**config.mk**
```make
export PLATFORM = sky130hd
export DESIGN_NAME = display_refresh_sequencer
export DESIGN_NICKNAME = d
export VERILOG_FILES = /design/src/rtl/clock_display_pkg.sv /design/src/rtl/seven_seg_decoder.sv /design/src/rtl/display_refresh_sequencer.sv
export SDC_FILE = /design/constraint.sdc
export NUM_CORES = 1
export LEC_CHECK = 0
export BUFFER_PORTS_ARGS = -buffer_cell sky130_fd_sc_hd__clkbuf_2
export CAP_MARGIN = 10
export CORE_AREA = 2 2 85 87
export DETAILED_ROUTE_END_ITERATION = 10
export DIE_AREA = 0 0 87 89
export GPL_TIMING_DRIVEN = 0
export PLACE_DENSITY = 0.65
export SLEW_MARGIN = 20
export SYNTH_ARGS = -nofsm -noshare
export SYNTH_HDL_FRONTEND = slang
export SYNTH_HIERARCHICAL = 1
export SYNTH_SLANG_ARGS = --single-unit
```
**constraint.sdc**
```tcl
create_clock -name i_clk -period 2.3 [get_ports i_clk]
set_input_delay 0.345 -clock i_clk [delete_from_list [all_inputs] [get_ports i_clk]]
set_output_delay 0.345 -clock i_clk [all_outputs]
set_load 0.02 [all_outputs]
```
**src/rtl/clock_display_pkg.sv**
```systemverilog
// Shared definitions for the clock display refresh path.
//   seq_state_t : sequencer state encoding
//   SEG_TABLE   : 7-segment codes {g,f,e,d,c,b,a} for digits 0..9
//   SEG_DASH    : code shown for a non-decimal BCD nibble
//   SEG_BLANK   : all-off byte (leading-zero and blink blanking)
//   calc_half   : half-period of the serial clock in system clock cycles
package clock_display_pkg;

    typedef enum logic [2:0] {
        IDLE     = 3'd0,
        LOAD     = 3'd1,
        SHIFT_LO = 3'd2,
        SHIFT_HI = 3'd3,
        LATCH    = 3'd4,
        DONE     = 3'd5
    } seq_state_t;

    localparam int FRAME_W = 32;

    // Entry [n] is the segment pattern for digit n.
    localparam logic [9:0][6:0] SEG_TABLE = {
        7'h6F, 7'h7F, 7'h07, 7'h7D, 7'h6D,
        7'h66, 7'h4F, 7'h5B, 7'h06, 7'h3F
    };

    localparam logic [6:0] SEG_DASH  = 7'h40;
    localparam logic [7:0] SEG_BLANK = 8'h00;

    // Floor of sys/(2*shift), never below one cycle.
    function automatic int unsigned calc_half(input int unsigned sys_hz,
                                              input int unsigned shift_hz);
        int unsigned q;
        q = sys_hz / (2 * shift_hz);
        return (q < 1) ? 1 : q;
    endfunction

endpackage

```
**src/rtl/seven_seg_decoder.sv**
```systemverilog
// Combinational BCD to 7-segment decoder.
//   bcd : 4-bit digit value
//   seg : {g,f,e,d,c,b,a}, dash pattern for values above 9
module seven_seg_decoder
    import clock_display_pkg::*;
(
    input  logic [3:0] bcd,
    output logic [6:0] seg
);

    always_comb begin
        if (bcd > 4'd9) begin
            seg = SEG_DASH;
        end else begin
            seg = SEG_TABLE[bcd];
        end
    end

endmodule

```
**src/rtl/display_refresh_sequencer.sv**
```systemverilog
// Serialises a four-digit HH:MM frame into an external shift register chain.
// A frame is captured in one cycle, shifted MSB first as 32 clock pairs of
// HALF system cycles per phase, then latched for HALF cycles.
//   i_clk, i_reset_n : system clock, asynchronous active-low reset
//   i_en             : block enable; low aborts any frame and clears requests
//   i_refresh        : single-cycle frame request (merged while busy)
//   i_hours_bcd      : {tens,ones} BCD hours
//   i_minutes_bcd    : {tens,ones} BCD minutes
//   i_blink_mask     : per-digit blink select, bit3 = hours tens
//   i_blink_phase    : high = blinked digits blanked
//   i_colon          : colon (hours-ones dp) lit
//   o_serial_data    : shift-register data
//   o_serial_clk     : shift-register clock
//   o_serial_latch   : shift-register storage strobe
//   o_busy           : frame in progress
//   o_done           : single-cycle frame-complete pulse
module display_refresh_sequencer
    import clock_display_pkg::*;
#(
    parameter int unsigned SYS_CLK_HZ   = 5_000_000,
    parameter int unsigned SHIFT_CLK_HZ = 1_000_000
) (
    input  logic       i_clk,
    input  logic       i_reset_n,
    input  logic       i_en,
    input  logic       i_refresh,
    input  logic [7:0] i_hours_bcd,
    input  logic [7:0] i_minutes_bcd,
    input  logic [3:0] i_blink_mask,
    input  logic       i_blink_phase,
    input  logic       i_colon,
    output logic       o_serial_data,
    output logic       o_serial_clk,
    output logic       o_serial_latch,
    output logic       o_busy,
    output logic       o_done
);

    localparam int unsigned HALF  = calc_half(SYS_CLK_HZ, SHIFT_CLK_HZ);
    localparam int          DIV_W = (HALF > 1) ? $clog2(HALF) : 1;
    localparam logic [DIV_W-1:0] DIV_LAST = DIV_W'(HALF - 1);

    seq_state_t           state, state_n;
    logic [DIV_W-1:0]     div_cnt, div_n;
    logic [4:0]           bit_cnt, bit_n;
    logic                 pending, pending_n;
    logic [FRAME_W-1:0]   frame, frame_n, frame_enc;
    logic                 data_n, sclk_n, latch_n, done_n;
    logic                 div_last;

    logic [6:0] seg_ht, seg_ho, seg_mt, seg_mo;
    logic [7:0] byte_ht, byte_ho, byte_mt, byte_mo;
    logic [3:0] blank;

    seven_seg_decoder u_dec_ht (.bcd(i_hours_bcd[7:4]),   .seg(seg_ht));
    seven_seg_decoder u_dec_ho (.bcd(i_hours_bcd[3:0]),   .seg(seg_ho));
    seven_seg_decoder u_dec_mt (.bcd(i_minutes_bcd[7:4]), .seg(seg_mt));
    seven_seg_decoder u_dec_mo (.bcd(i_minutes_bcd[3:0]), .seg(seg_mo));

    // Frame encoding: blink blanking overrides everything, including the colon.
    always_comb begin
        blank   = i_blink_mask & {4{i_blink_phase}};
        byte_ht = (blank[3] || (i_hours_bcd[7:4] == 4'd0)) ? SEG_BLANK : {1'b0, seg_ht};
        byte_ho = blank[2] ? SEG_BLANK : {i_colon, seg_ho};
        byte_mt = blank[1] ? SEG_BLANK : {1'b0, seg_mt};
        byte_mo = blank[0] ? SEG_BLANK : {1'b0, seg_mo};
        frame_enc = {byte_ht, byte_ho, byte_mt, byte_mo};
    end

    assign div_last = (div_cnt == DIV_LAST);
    assign o_busy   = (state != IDLE);

    always_comb begin
        state_n   = state;
        div_n     = div_cnt;
        bit_n     = bit_cnt;
        pending_n = pending;
        frame_n   = frame;

        unique case (state)
            IDLE: begin
                if (i_refresh || pending) begin
                    state_n = LOAD;
                end
            end
            LOAD: begin
                frame_n   = frame_enc;
                pending_n = 1'b0;
                div_n     = '0;
                bit_n     = '0;
                state_n   = SHIFT_LO;
            end
            SHIFT_LO: begin
                if (div_last) begin
                    div_n   = '0;
                    state_n = SHIFT_HI;
                end else begin
                    div_n = div_cnt + DIV_W'(1);
                end
            end
            SHIFT_HI: begin
                if (div_last) begin
                    div_n = '0;
                    if (bit_cnt == 5'd31) begin
                        state_n = LATCH;
                    end else begin
                        bit_n   = bit_cnt + 5'd1;
                        state_n = SHIFT_LO;
                    end
                end else begin
                    div_n = div_cnt + DIV_W'(1);
                end
            end
            LATCH: begin
                if (div_last) begin
                    div_n   = '0;
                    state_n = DONE;
                end else begin
                    div_n = div_cnt + DIV_W'(1);
                end
            end
            DONE: begin
                state_n = IDLE;
            end
            default: begin
                state_n = IDLE;
            end
        endcase

        // A request that arrives while a frame is running is remembered once.
        if ((state != IDLE) && i_refresh) begin
            pending_n = 1'b1;
        end

        if (!i_en) begin
            state_n   = IDLE;
            pending_n = 1'b0;
            div_n     = '0;
            bit_n     = '0;
        end

        // Outputs are registered from the next state so they line up with it.
        data_n  = ((state_n == SHIFT_LO) || (state_n == SHIFT_HI)) ?
                  frame_n[5'd31 - bit_n] : 1'b0;
        sclk_n  = (state_n == SHIFT_HI);
        latch_n = (state_n == LATCH);
        done_n  = (state_n == DONE);
    end

    always_ff @(posedge i_clk or negedge i_reset_n) begin
        if (!i_reset_n) begin
            state          <= IDLE;
            div_cnt        <= '0;
            bit_cnt        <= '0;
            pending        <= 1'b0;
            frame          <= '0;
            o_serial_data  <= 1'b0;
            o_serial_clk   <= 1'b0;
            o_serial_latch <= 1'b0;
            o_done         <= 1'b0;
        end else begin
            state          <= state_n;
            div_cnt        <= div_n;
            bit_cnt        <= bit_n;
            pending        <= pending_n;
            frame          <= frame_n;
            o_serial_data  <= data_n;
            o_serial_clk   <= sclk_n;
            o_serial_latch <= latch_n;
            o_done         <= done_n;
        end
    end

endmodule

```
* After elaboration in Yosys (flattened, before gate mapping)
Memories as Yosys holds them, arrays and structs flattened. Index checks and enable logic that the tools add are counted.
Storage, ports and cells: register bits after elaboration 46, bits in read-only memories 448, output and inout port bits 5, logic and storage cells 78, memories 4
Memories:
- (no name shown) | words 16, width 7, read ports 1, clocked after memory_dff 0, wr ports 0, RTL line seven_seg_decoder.sv:15 | seg = SEG_TABLE[bcd];
- (no name shown) | words 16, width 7, read ports 1, clocked after memory_dff 0, wr ports 0, RTL line seven_seg_decoder.sv:15
- (no name shown) | words 16, width 7, read ports 1, clocked after memory_dff 0, wr ports 0, RTL line seven_seg_decoder.sv:15
- (no name shown) | words 16, width 7, read ports 1, clocked after memory_dff 0, wr ports 0, RTL line seven_seg_decoder.sv:15
Operators by class: add/subtract/negate cells 3, magnitude comparators 9, eq/ne operators 11, multiplexer cells 33, bitwise gates (word level) 1, reductions and logical operators 8
Operators by type and width (number):
- $mux 7 | 11
- $mux 32 | 1
- $lt 4x5->1 const B | 4
- $mux 3 | 6
- $gt 4x4->1 const B | 4
- $mux 5 | 3
- $pmux 3 s5 | 1
- $eq 3x2->1 const B | 4
- $pmux 5 s2 | 1
- $eq 3x3->1 const B | 3
- $mux 8 | 1
- $mux 1 | 7
- $lt 5x6->1 const B | 1
- $add 5x1->5 const B | 1
- $bmux 1 s5 | 1
- $eq 5x5->1 const B | 1
- $sub 5x5->5 const A | 1
- $and 4x4->4 | 1
- $logic_not 4->1 | 1
- $eq 3x1->1 const B | 1
- $logic_not 3->1 | 1
- $logic_or 1x1->1 | 3
- $ne 3x1->1 const B | 1
- $ne 3x2->1 const B | 1
- other kinds (5) | 5

* Depth between registers and ports, before layout
Gate-level depths: netlist of the first run.
word-level depth 9, depth in mapped cells 11

* Hierarchy
The synthesis of the first run kept the hierarchy.
Modules (own cells, without submodules):
- display_refresh_sequencer | instances 1, cells each 267, area each 2461.1 sq um, sequential area each 1151.1 sq um
- seven_seg_decoder (u_dec_ho ...) | instances 2, cells each 28, area each 232.7 sq um, sequential area each 0.0 sq um
- seven_seg_decoder (u_dec_mo ...) | instances 2, cells each 25, area each 187.7 sq um, sequential area each 0.0 sq um

* Least setup slack after synthesis of the first run
No wires, ideal clock.
path kind register to register, from register bit_cnt[0], to register o_serial_data, arrival time 1962 ps, path slack 206 ps, stages on the path, launching flop included 11, clock period less this slack 2094 ps, path through dfrtp_1 ha_1 nand4_2 and3_4 buf_6 o21a_4 buf_8 mux2i_1 o22ai_1 o211ai_2 o211ai_1
Between the ends: cells in the longest elaborated chain, start to end 9, elaborated cells on any way between the ends 17, those cells by class add/sub (2); eq/ne (3); mux (11); reduce/logical (1)
Ends and longest elaborated chain:
- from (decl) | RTL line display_refresh_sequencer.sv:45 | logic [4:0] bit_cnt, bit_n;
- from (signal assigned) | RTL line display_refresh_sequencer.sv:164 | bit_cnt <= bit_n;
- $add 5x1->5 / $eq 5x5->1 (equally long branches) | RTL line display_refresh_sequencer.sv:107, display_refresh_sequencer.sv:104
- $mux 5 | RTL line display_refresh_sequencer.sv:104 | if (bit_cnt == 5'd31) begin
- $mux 5 | RTL line display_refresh_sequencer.sv:102 | if (div_last) begin
- $pmux 5 s2 (*) | RTL line display_refresh_sequencer.sv:80 | unique case (state)
- $mux 5 (*) | RTL line display_refresh_sequencer.sv:135 | if (!i_en) begin
- named net bit_n[0] | RTL line display_refresh_sequencer.sv:45
- $sub 5x5->5 (*) | RTL line display_refresh_sequencer.sv:144 | frame_n[5'd31 - bit_n] : 1'b0;
- $bmux 1 s5 (*) | RTL line display_refresh_sequencer.sv:144
- $mux 1 (implied by the code) (*) | RTL line display_refresh_sequencer.sv:144
- $mux 1 (*) | RTL line display_refresh_sequencer.sv:143 | data_n = ((state_n == SHIFT_LO) || (state_n == SHIFT_HI)) ?
- named net data_n | RTL line display_refresh_sequencer.sv:48 | logic data_n, sclk_n, latch_n, done_n;
- to (signal assigned) | RTL line display_refresh_sequencer.sv:167 | o_serial_data <= data_n;
- to (decl) | RTL line display_refresh_sequencer.sv:32 | output logic o_serial_data,
Mark *: on every way through the listed nets, which the timed path passes. The rest lies on a longest branch. The select of a mux whose other input is x is not followed. A chain may end at the register's enable or synchronous reset.

* Final worst setup path of the first run
from register div_cnt, to register o_serial_data
Between the ends: cells in the longest elaborated chain, start to end 7, elaborated cells on any way between the ends 15, those cells by class add/sub (1); eq/ne (2); mux (11); reduce/logical (1)
Ends and longest elaborated chain:
- from (decl) | RTL line display_refresh_sequencer.sv:44 | logic [DIV_W-1:0] div_cnt, div_n;
- from (signal assigned) | RTL line display_refresh_sequencer.sv:163 | div_cnt <= div_n;
- $mux 5 | RTL line display_refresh_sequencer.sv:102
- $pmux 5 s2 | RTL line display_refresh_sequencer.sv:80
- $mux 5 | RTL line display_refresh_sequencer.sv:135
- $sub 5x5->5 | RTL line display_refresh_sequencer.sv:144
- $bmux 1 s5 | RTL line display_refresh_sequencer.sv:144
- $mux 1 (implied by the code) | RTL line display_refresh_sequencer.sv:144
- $mux 1 (*) | RTL line display_refresh_sequencer.sv:143
- named net data_n | RTL line display_refresh_sequencer.sv:48
Marks and branches as above.

==> results.md, run 1 <==
* Outcome: completed
* FFs w/ async S/R, synth at 1.00
* Initial detailed-routing violation count at 151
* Critical path's largest stage delay at around 0.38 ns
* H-tree depth at 2
* Stages on worst setup path at 10
* R2r startpoint: div_cnt
* Sequential share of power at 0.449
* Placed Instances at 483
* Commonest non-fill, non-tap cell in the layout: nand2_1
* Final Hold Fails at 0
* Worst IR Drop VDD at between 0.0002 and 0.00025 V
* Worst Max-Slew Pin Slew at between 0.6 and 0.7 ns
* Worst Setup SP: div_cnt
* Routed WL per cell at 15.8 um
* Cell taking the most area after synthesis: dfrtp_1
* Reg2reg end: o_serial_data
* Worst min path class: primary input to async pin
* Fmax at 0.443 GHz
* Non-Filler Instances at 499
* YS warnings at 6
* Die area at 7740 um^2
* Setup crit end: o_serial_data
* Initial core utilization at 0.491
* I/O pin cnt at 31
* Cell variety after synth at 62
* Cts bufs inserted at 5
* Share of cells above drive strength 1 at 0.232
* CTS max path bufs at 2
* Crit start category: flip-flop
* Die Y at 89 um
* Setup crit end kind: flip-flop
* First-pass GRT wire length at 13.2 mm
* Syn Nets at 420
* Power density over the cells at just over 600 nW/um^2
* Top_reg_cell synth: dfrtp_1
* Vias post-DR at 2851
* Total GRT Usage at 0.217
* Top delay family on crit path: simple AND/OR/NAND/NOR gates
* Sequential share of the synthesized area at 0.349
* Commonest cells after routing, fill and taps aside: 69 x nand2_1, 46 x dfrtp_1, 30 x clkbuf_2
* Worst Path Class, Setup: flip-flop to flip-flop
* Drt drc at 0
* Die width at 87 um
* Clk_lat worst skew at 0.30 ns
* Worst clock skew at 0.00969 ns
* Arrival time of the worst setup path at 2.47 ns
* Slew headroom at 0.538
* Nets@finish at between 400 and 500
* Row count at 30
* Setup violators final at 0
* Fillers at 626
* Synth top area share at 0.349
* Clock network power share at 0.263
* Antenna-violating nets left at 0
* Leak at 1.84 nW
* Clock period minus worst slack at 2.26 ns
* Flop2flop setup slack at 0.04 ns
* Synth top area cells: dfrtp_1 35%, ha_1 8.0%, nand2_1 8.0%
* Worst Setup Slack, final at 0.0441 ns
* Flops & latches, synth at between 40 and 50
* Post-synth EDFFs at 0
* Syn Inst Count at between 300 and 400
* Crit Path Max Fanout at 8
* ANT cells at 0
* Register Area at 1150 um^2
* Vias in the first global route at 2667
* Vias per inst at around 5.7
* Comb pwr share at 0.288
* Multi-input logic area at 1990 um^2
* Final HPWL DP at 5.79 mm
* Critical Path RT at approximately 2.5 ns
* Power Total at 2.34 mW
* Post-Syn Area per Cell at around 8.9 um^2
* 1st-pass router iterations at 5
* Worst R2R Path Depth at 10
* Core Box Area at 6720 um^2
* Clock transition at path regs at 0.09 ns
* Pre-CTS WS at -0.198 ns
* Crit path cell chain: buf_6, and3b_1, buf_6, and3_4, buf_6, nor2_1, o31ai_1, o211ai_1, nand4_1, o211ai_1
* Slowest cell on crit path: dfrtp_1
* CP bufs+invs at 3
* Largest net degree at the start of global routing at 47
* P_int at 1.60 mW
* Max-slew violation count at 0
* Routed WL at 7.90 mm
* Clock Sink Count at 46
* NetSw at 0.742 mW
* Max capacitance violation total at 0
* Switch share at 0.317
* CTS tree: yes
* Root Driver: clkbuf_8
* Post-Syn Area at 3300 um^2
* Initial antenna violation count at 0
* IO Port Bufs at 30
* Gpl congestion at 0.933
* Hold-fix buffers at CTS at 0
* Grt total ovfl at 0
* Area grow syn2layout at 16.1%
* Fin crit share at 0.981
* Critical path's most frequent cell: buf_6
==> layer usage <==
metal	track usage	vias up	routed length, um	part of all wire
met1	0.306	1347	3620	0.46
met2	0.359	68	3840	0.49
met4	0.0497	0	119	0.015
met3	0.0249	8	317	0.040
li1	-	1428	-	-
met5	0	-	0	0
==> worst min path at each step <==
stage | from | to
2_1_floorplan | i_reset_n | bit_cnt[0]
3_3_place_gp | frame[10] | frame[10]
3_5_place_dp | i_reset_n | frame[0]
4_1_cts | i_reset_n | bit_cnt[4]
5_1_grt | i_reset_n | bit_cnt[4]
6_report | i_reset_n | bit_cnt[1]
==> state kept, by name, indices dropped and copies added, names as in the netlist <==
register	flops
bit_cnt	5
div_cnt	1
frame	32
o_done	1
o_serial_clk	1
o_serial_data	1
o_serial_latch	1
pending	1
state	3
==> power groups by stage <==
stage | sequential [mW] | combinational (mW) | clock [mW]
6_report | 1.05 | 0.672 | 0.615
3_5_place_dp | 1.07 | 0.635 | 0
2_1_floorplan | 1.05 | 0.454 | 0
5_1_grt | 1.07 | 0.763 | 0.658
3_3_place_gp | 1.06 | 0.621 | 0
4_1_cts | 1.05 | 0.642 | 0.633
==> stage by stage <==
| stage | setup TNS (ns) | area (um^2) | hold slack (ns) | util |
|---|---|---|---|---|
| 2_1_floorplan | 0 | 3300 | 0.0494 | - |
| 3_3_place_gp | -0.237 | 3550 | 0.446 | 0.529 |
| 3_5_place_dp | -0.198 | 3550 | 0.440 | 0.529 |
| 4_1_cts | 0 | 3730 | 0.117 | 0.555 |
| 5_1_grt | -0.0289 | 3830 | 0.141 | 0.570 |
| 6_report | 0 | 3830 | 0.0905 | 0.570 |
==> Yosys cell counts (3+ instances only) <==
cell type   n
a211o_1     3
dfrtp_1    46
nor3_1      6
nand4_1     4
o21ai_1     4
o221ai_1    3
nor3b_2     3
buf_4       4
o31ai_1     3
a221oi_1    4
o21a_1      5
mux2i_1     7
ha_1       21
and2_1      4
o211ai_1   13
o21ai_0    14
nand2_1    70
nor2_1     20
a211oi_1    3
o22ai_1     4
nand3_1    23
buf_6       5
clkbuf_1    3
o211ai_2    4
nor2b_1     6
or3b_1      5
inv_1      20
a21oi_1     9
o2111ai_1   5
nand2b_1    7
buf_2       7
==> logic make-up (layout without fill, tap and decap cells) <==
logic type               Yosys count  count (layout)  synth area share
buffers and inverters             42              88            0.0701
adder cells (fa/ha/maj)           21              21            0.0796
flip-flops                        46              46             0.349
AO/OA/AOI/OAI                     93              93             0.227
multiplexers                       7               7            0.0212
AND/OR/NAND/NOR                  162             162             0.248
XOR/XNOR                           2               2           0.00531
==> worst register-to-register path, stage by stage (launching register included) <==
cell and delay [ns]:
dfrtp_1 0.38, buf_6 0.14, and3b_1 0.17, buf_6 0.14, and3_4 0.17, buf_6 0.13, nor2_1 0.29, o31ai_1 0.10
o211ai_1 0.33, nand4_1 0.15, o211ai_1 0.19
==> area by class of cell <==
class,instances,area share
multi-input combinational,285,0.519
sequential,46,0.300
timing repair buffer,39,0.0575
buffer,21,0.0457
tap,80,0.0261
clock buffer,6,0.0215
inverter,21,0.0215
clock inverter,1,0.00784
==> what timing repair did <==
action,4_1_cts,5_1_grt
buffers inserted,3,6
gates resized for setup,6,25
cloned,0,0
pin swaps,1,9
setup endpoints to repair,1,1
Power figures use the tool's default switching activity.
==> run 2, diff against run 1 <==
--- a/config.mk
+++ b/config.mk
@@ -11,7 +11,9 @@
 export DETAILED_ROUTE_END_ITERATION = 10
 export DIE_AREA = 0 0 87 89
 export GPL_TIMING_DRIVEN = 0
+export HOLD_SLACK_MARGIN = 0.12
 export PLACE_DENSITY = 0.65
+export SETUP_SLACK_MARGIN = 0.2
 export SLEW_MARGIN = 20
 export SYNTH_ARGS = -nofsm -noshare
 export SYNTH_HDL_FRONTEND = slang
==> run 2 against run 1 <==
Effect of this change:
- sequential power barely moved
- highest routed layer unchanged
- cell count increased by 1.0%
- non-clock buffer count grew 5
- critical endpoint unchanged
- wire length decreased by 0.29%
==> results.md, run 2 (synthesized netlist as in run 1, its figures left out) <==
* Outcome: completed
* Commonest non-fill, non-tap cell in the layout: nand2_1
* R2r startpoint: bit_cnt[0]
* Row count at 30
* Setup crit end kind: flip-flop
* Stages on worst setup path at 10
* CTS tree: yes
* Worst hold path depth at 3
* RSZ-0062 raised after global routing: yes
* Placed Area at 3550 um^2
* Setup violators final at 0
* Clock transition at path regs at 0.09 ns
* Comb pwr share at 0.288
* Initial detailed-routing violation count at 103
* 1st-pass router iterations at 4
* Power density over the cells at 599 nW/um^2
* Largest net degree at the start of global routing at 47
* Nets@finish at 471
* Share of cells above drive strength 1 at 0.243
* Clock period minus worst slack at 2.17 ns
* Worst Max-Slew Pin Slew at 0.693 ns
* Fillers at approximately 620
* Critical Path RT at roughly 2.5 ns
* Leak at 1.89 nW
* Routed WL per cell at 15.6 um
* Root Driver: clkbuf_8
* Max reg flops at 32
* Total GRT Usage at 0.221
* Die width at 87 um
* IO Port Bufs at 30
* P_int at 1.60 mW
* Min-delay src: i_colon
* Final TNS setup at 0 ns
* First-pass GRT wire length at ~14 mm
* Die Y at 89 um
* Crit path cell chain: ha_4, and4_1, clkbuf_4, o21ai_1, a21o_1, buf_6, o31ai_1, o211ai_1, nand4_1, o211ai_1
* CP bufs+invs at 2
* Gpl congestion at 0.933
* CTS max path bufs at 2
* NetSw at about 0.74 mW
* Top delay family on crit path: compound AO/OA/AOI/OAI gates
* H-tree depth at 2
* Arrival time of the worst setup path at 2.38 ns
* Routed WL at 7.88 mm
* Drt drc at 0
* Cts bufs inserted at 5
* ANT cells at 0
* Commonest cells after routing, fill and taps aside: 69 x nand2_1, 46 x dfrtp_1, 29 x clkbuf_2
* Layout Utilization at 0.582
* Hold slack at 0.293 ns
* Antenna-violating nets left at 0
* Design area at 3910 um^2
* Clock Sink Count at 46
* Sequential share of power at 0.448
* Vias post-DR at 2840
* Vias per inst at 5.63
* Largest regs: frame (32), bit_cnt (5), state (3)
* Top reg by flops: frame
* Switch share at 0.316
* Worst R2R Path Depth at 10
* Grt total ovfl at 0
* Initial core utilization at 0.491
* Slew headroom at 0.533
* Worst min path class: primary input to flip-flop
* Die area at approximately 7700 um^2
* Max capacitance violation total at 0
* Worst clock skew at about 0.0047 ns
* Initial antenna violation count at 0
* Clk_lat worst skew at just under 0.3 ns
* Worst IR Drop VDD at about 0.00022 V
* Clock network power share at 0.264
* Power Total at 2.34 mW
* Crit start category: flip-flop
* Worst Setup SP: bit_cnt[0]
* Max-slew violation count at 0
* Fmax at between 0.4 and 0.5 GHz
* Fin crit share at 0.945
* Critical path's most frequent cell: o211ai_1
* Critical path's largest stage delay at around 0.42 ns
* Slowest cell on crit path: dfrtp_1
* I/O pin cnt at 31
* Crit Path Max Fanout at 7
* Vias in the first global route at 2760
* Final Hold Fails at 0
* Core Box Area at 6720 um^2
* Final HPWL DP at 5.79 mm
* Worst Path Class, Setup: flip-flop to flip-flop
* Area grow syn2layout at 18.3%
-- run 2: layout make-up --
type	instances	area [um^2]	area share
clock buffer	6	82.6	0.0211
inverter	21	80.1	0.0205
timing repair buffer	44	285	0.0730
sequential	46	1150	0.295
multi-input combinational	285	1990	0.509
clock inverter	1	30.0	0.00768
tap	80	100	0.0256
buffer	21	190	0.0487
-- run 2: worst paths after layout --
kind	endpoint	slack, ns
worst max-delay path	o_serial_data	0.13
worst min-delay path	frame[23]	0.29
worst max register to register	o_serial_data	0.13
worst min register to register	frame[21]	0.47
max in group asynchronous	o_serial_data	1.23
min in group asynchronous	frame[27]	0.63
-- run 2: stage by stage --
step / setup WS [ns] / std cells
global route: 0.0315 / 504
floorplan: 0.206 / 373
finish: 0.128 / 504
detailed placement: -0.198 / 483
global placement: -0.237 / 483
CTS: 0.131 / 504
-- run 2: timing repair --
item | CTS | global route
endpoints found under the setup margin | 1 | 1
resized for setup | 26 | 7
endpoints found under the hold margin | 15 | 0
hold buffers | 1 | 0
pin swaps | 10 | 7
setup buffers | 13 | 0
-- run 2: worst register-to-register path, cell delays in order (launching register included) --
cell and delay, ns:
dfrtp_1 0.42, ha_4 0.20, and4_1 0.20, clkbuf_4 0.17, o21ai_1 0.15, a21o_1 0.15
buf_6 0.12, o31ai_1 0.07, o211ai_1 0.29, nand4_1 0.14, o211ai_1 0.20
-- run 2: power by group through the flow --
stage | clock network [mW] | logic (mW) | registers (mW)
after floorplan | 0 | 0.454 | 1.05
after global placement | 0 | 0.621 | 1.06
after detailed placement | 0 | 0.635 | 1.07
after CTS | 0.633 | 0.670 | 1.05
after global routing | 0.656 | 0.770 | 1.07
final | 0.619 | 0.675 | 1.05
-- run 2: layer usage --
layer | part of all wire | global-route usage | vias to the layer above
met5 | 0 | 0 | -
met4 | 0.011 | 0.0625 | 0
met3 | 0.039 | 0.0249 | 4
met2 | 0.49 | 0.366 | 56
met1 | 0.46 | 0.308 | 1343
li1 | - | - | 1437
==> run 3, diff against run 2 <==
--- a/config.mk
+++ b/config.mk
@@ -5,11 +5,12 @@
 export SDC_FILE = /design/constraint.sdc
 export NUM_CORES = 1
 export LEC_CHECK = 0
+export ABC_AREA = 1
 export BUFFER_PORTS_ARGS = -buffer_cell sky130_fd_sc_hd__clkbuf_2
 export CAP_MARGIN = 10
-export CORE_AREA = 2 2 85 87
+export CORE_AREA = 2 2 86 88
 export DETAILED_ROUTE_END_ITERATION = 10
-export DIE_AREA = 0 0 87 89
+export DIE_AREA = 0 0 88 90
 export GPL_TIMING_DRIVEN = 0
 export HOLD_SLACK_MARGIN = 0.12
 export PLACE_DENSITY = 0.65
==> run 3 against run 2 <==
Effect of this change:
- sequential cell count did not move
- non-clock buffer count fell by 17
- clock-buffer cell count fell by 1
- sequential share of layout area barely moved
- synthesized cell count rose by 34%
- critical path depth rose by 4
- first-iteration DRC count rose by 1.9%
- wire length fell by 3.8%
- total power rose by 0.83%
- critical endpoint unchanged
- largest power group unchanged
- highest routed layer unchanged
==> results.md, run 3 <==
* Final Hold Fails at 0
* I/O pin cnt at 31
* Largest net degree at the start of global routing at 47
* Total GRT Usage at 0.201
* Flops & latches, synth at 46
* Clock period minus worst slack at ~2.0 ns
* Setup crit end kind: flip-flop
* Placed Area at around 3700 um^2
* Gpl congestion at ~0.86
* FFs w/ async S/R, synth at 1.00
* Vias per inst at 4.83
* RSZ-0062 raised after global routing: no
* Setup violators final at 0
* Worst Max-Slew Pin Slew at 0.632 ns
* Worst Setup SP: state[2]
* Placed Instances at 629
* Max reg flops at 32
* Root Driver: clkbuf_8
* ANT cells at 0
* Sequential share of the synthesized area at 0.341
* Die Y at 90 um
* Slowest cell on crit path: dfrtp_2
* Crit start category: flip-flop
* Area grow syn2layout at 16.1%
* Max-slew violation count at 0
* Initial antenna violation count at 0
* Reg2reg end: o_serial_data
* Synth top area cells: dfrtp_1 34%, nand2_1 19%, inv_1 9.0%
* Clock transition at path regs at ~0.090 ns
* Cell variety after synth at 30
* Layout Utilization at 0.559
* 1st-pass router iterations at 4
* Worst Path Class, Setup: flip-flop to flip-flop
* Syn Nets at 548
* Fmax at approximately 0.5 GHz
* Final HPWL DP at 5.54 mm
* Commonest cells after routing, fill and taps aside: 170 x nand2_1, 80 x inv_1, 49 x nor2_1
* Syn Inst Count at around 500
* Critical path's most frequent cell: nand3_1
* Register Area at between 1000 and 1500 um^2
* Power density over the cells at roughly 600 nW/um^2
* Final TNS setup at 0 ns
* Vias in the first global route at 2928
* Multi-input logic area at 1890 um^2
* Clock Sink Count at 46
* Critical Path RT at 2.53 ns
* Routed WL per cell at between 10 and 15 um
* Non-Filler Instances at 647
* Core Box Area at ~7000 um^2
* Row count at 31
* Top reg by flops: frame
* GRT busiest layer: met2
* Crit Path Max Fanout at 5
* IO Port Bufs at 29
* Most numerous cell in the Yosys netlist: nand2_1
* Crit path cell chain: inv_2, nand2_2, nor2_2, nand2_1, nand2_1, nand2_2, a21oi_4, buf_12, nand3_1, nand3_1, nand3_1, nand3_1, nand2_1, nor2_2
* Flop2flop setup slack at just over 0.3 ns
* Met3 usage at 0.0340
* Design area at 3920 um^2
* YS warnings at 6
* Worst min path class: primary input to flip-flop
* Pre-CTS WS at 0.155 ns
* Drt drc at 0
* Routed WL at 7.57 mm
* First-pass GRT wire length at 12.8 mm
* Max capacitance violation total at 0
* Vias post-DR at 3125
* Die area at between 7000 and 8000 um^2
* Antenna-violating nets left at 0
* Die width at between 80 and 90 um
* Worst clock skew at 0.00668 ns
* Share of cells above drive strength 1 at 0.177
* Largest regs: frame (32), bit_cnt (5), state (3)
* Worst IR Drop VDD at 0.000376 V
* Synth top area share at 0.341
* Arrival time of the worst setup path at 2.23 ns
* Post-Syn Area at 3380 um^2
* Post-Syn Area per Cell at around 6.7 um^2
* Cell taking the most area after synthesis: dfrtp_1
* Slew headroom at 0.579
* Nets@finish at 594
* Post-synth top cells: 172 x nand2_1, 81 x inv_1, 51 x nor2_1
* Top_reg_cell synth: dfrtp_1
* Initial core utilization at 0.481
* H-tree depth at 2
* Hold slack at 0.271 ns
* Met1 Track Usage GR at 0.278
* Critical path's largest stage delay at 0.45 ns
* Global Route met2 Usage at 0.324
* Outcome: completed
* Worst R2R Path Depth at 14
* Initial detailed-routing violation count at 105
* Leak at approximately 2.3 nW
* CTS max path bufs at 2
* Power Total at 2.36 mW
* Cts bufs inserted at 5
* Worst Setup Slack, final at 0.306 ns
* R2r startpoint: state[2]
* Setup crit end: o_serial_data
* Fillers at 698
* Grt total ovfl at 0
* Clk_lat worst skew at 0.30 ns
* Commonest non-fill, non-tap cell in the layout: nand2_1
* CTS tree: yes
* Post-synth EDFFs at 0
* Fin crit share at 0.867
-- run 3: cells by family after synthesis --
logic type                 count (synthesis)  share of synthesized area
DFF                                       46                      0.341
buffers and inverters                     97                      0.123
xor gates and xnor gates                   2                    0.00518
and+or+nand+nor                          298                      0.375
AOI/OAI and AO/OA                         37                     0.0792
adders and majority gates                 21                     0.0777
-- run 3: timing repair --
item	CTS	global route
pin swaps	2	4
cloned	0	1
hold endpoints to repair	46	0
buffers inserted	4	4
endpoints found under the setup margin	1	1
gates resized for setup	5	18
hold buffers	1	0
-- run 3: worst max-delay path, delay by kind of cell (launching register included) --
| kind | cells | cell delay (ns) |
|---|---|---|
| flops | 1 | 0.45 |
| simple gates | 11 | 1.04 |
| buf+inv | 2 | 0.26 |
| compound gates | 1 | 0.18 |
-- run 3: power by group --
part           switching, mW  internal, mW  total (mW)
Combinational          0.465         0.320       0.785
Sequential            0.0560          1.00        1.06
Clock                  0.300         0.220       0.520
-- run 3: cell type report --
cell class	count	share of cell area
timing repair buffer	39	0.0606
tap	99	0.0316
clock buffer	5	0.0175
multi-input combinational	358	0.482
buffer	9	0.0223
inverter	88	0.0848
clock inverter	3	0.00638
sequential	46	0.295
-- run 3: layer usage --
metal	part of all wire	vias to the layer above
li1	-	1629
met1	0.48	1431
met2	0.47	55
met3	0.036	10
met4	0.011	0
met5	0	-
-- run 3: worst min-delay path by stage --
stage,start,end,cells past startpoint
3_5_place_dp,i_reset_n,frame[29],1
3_3_place_gp,frame[7],frame[7],2
6_report,i_refresh,pending,3
2_1_floorplan,i_reset_n,bit_cnt[0],0
4_1_cts,i_refresh,pending,3
5_1_grt,i_refresh,pending,3
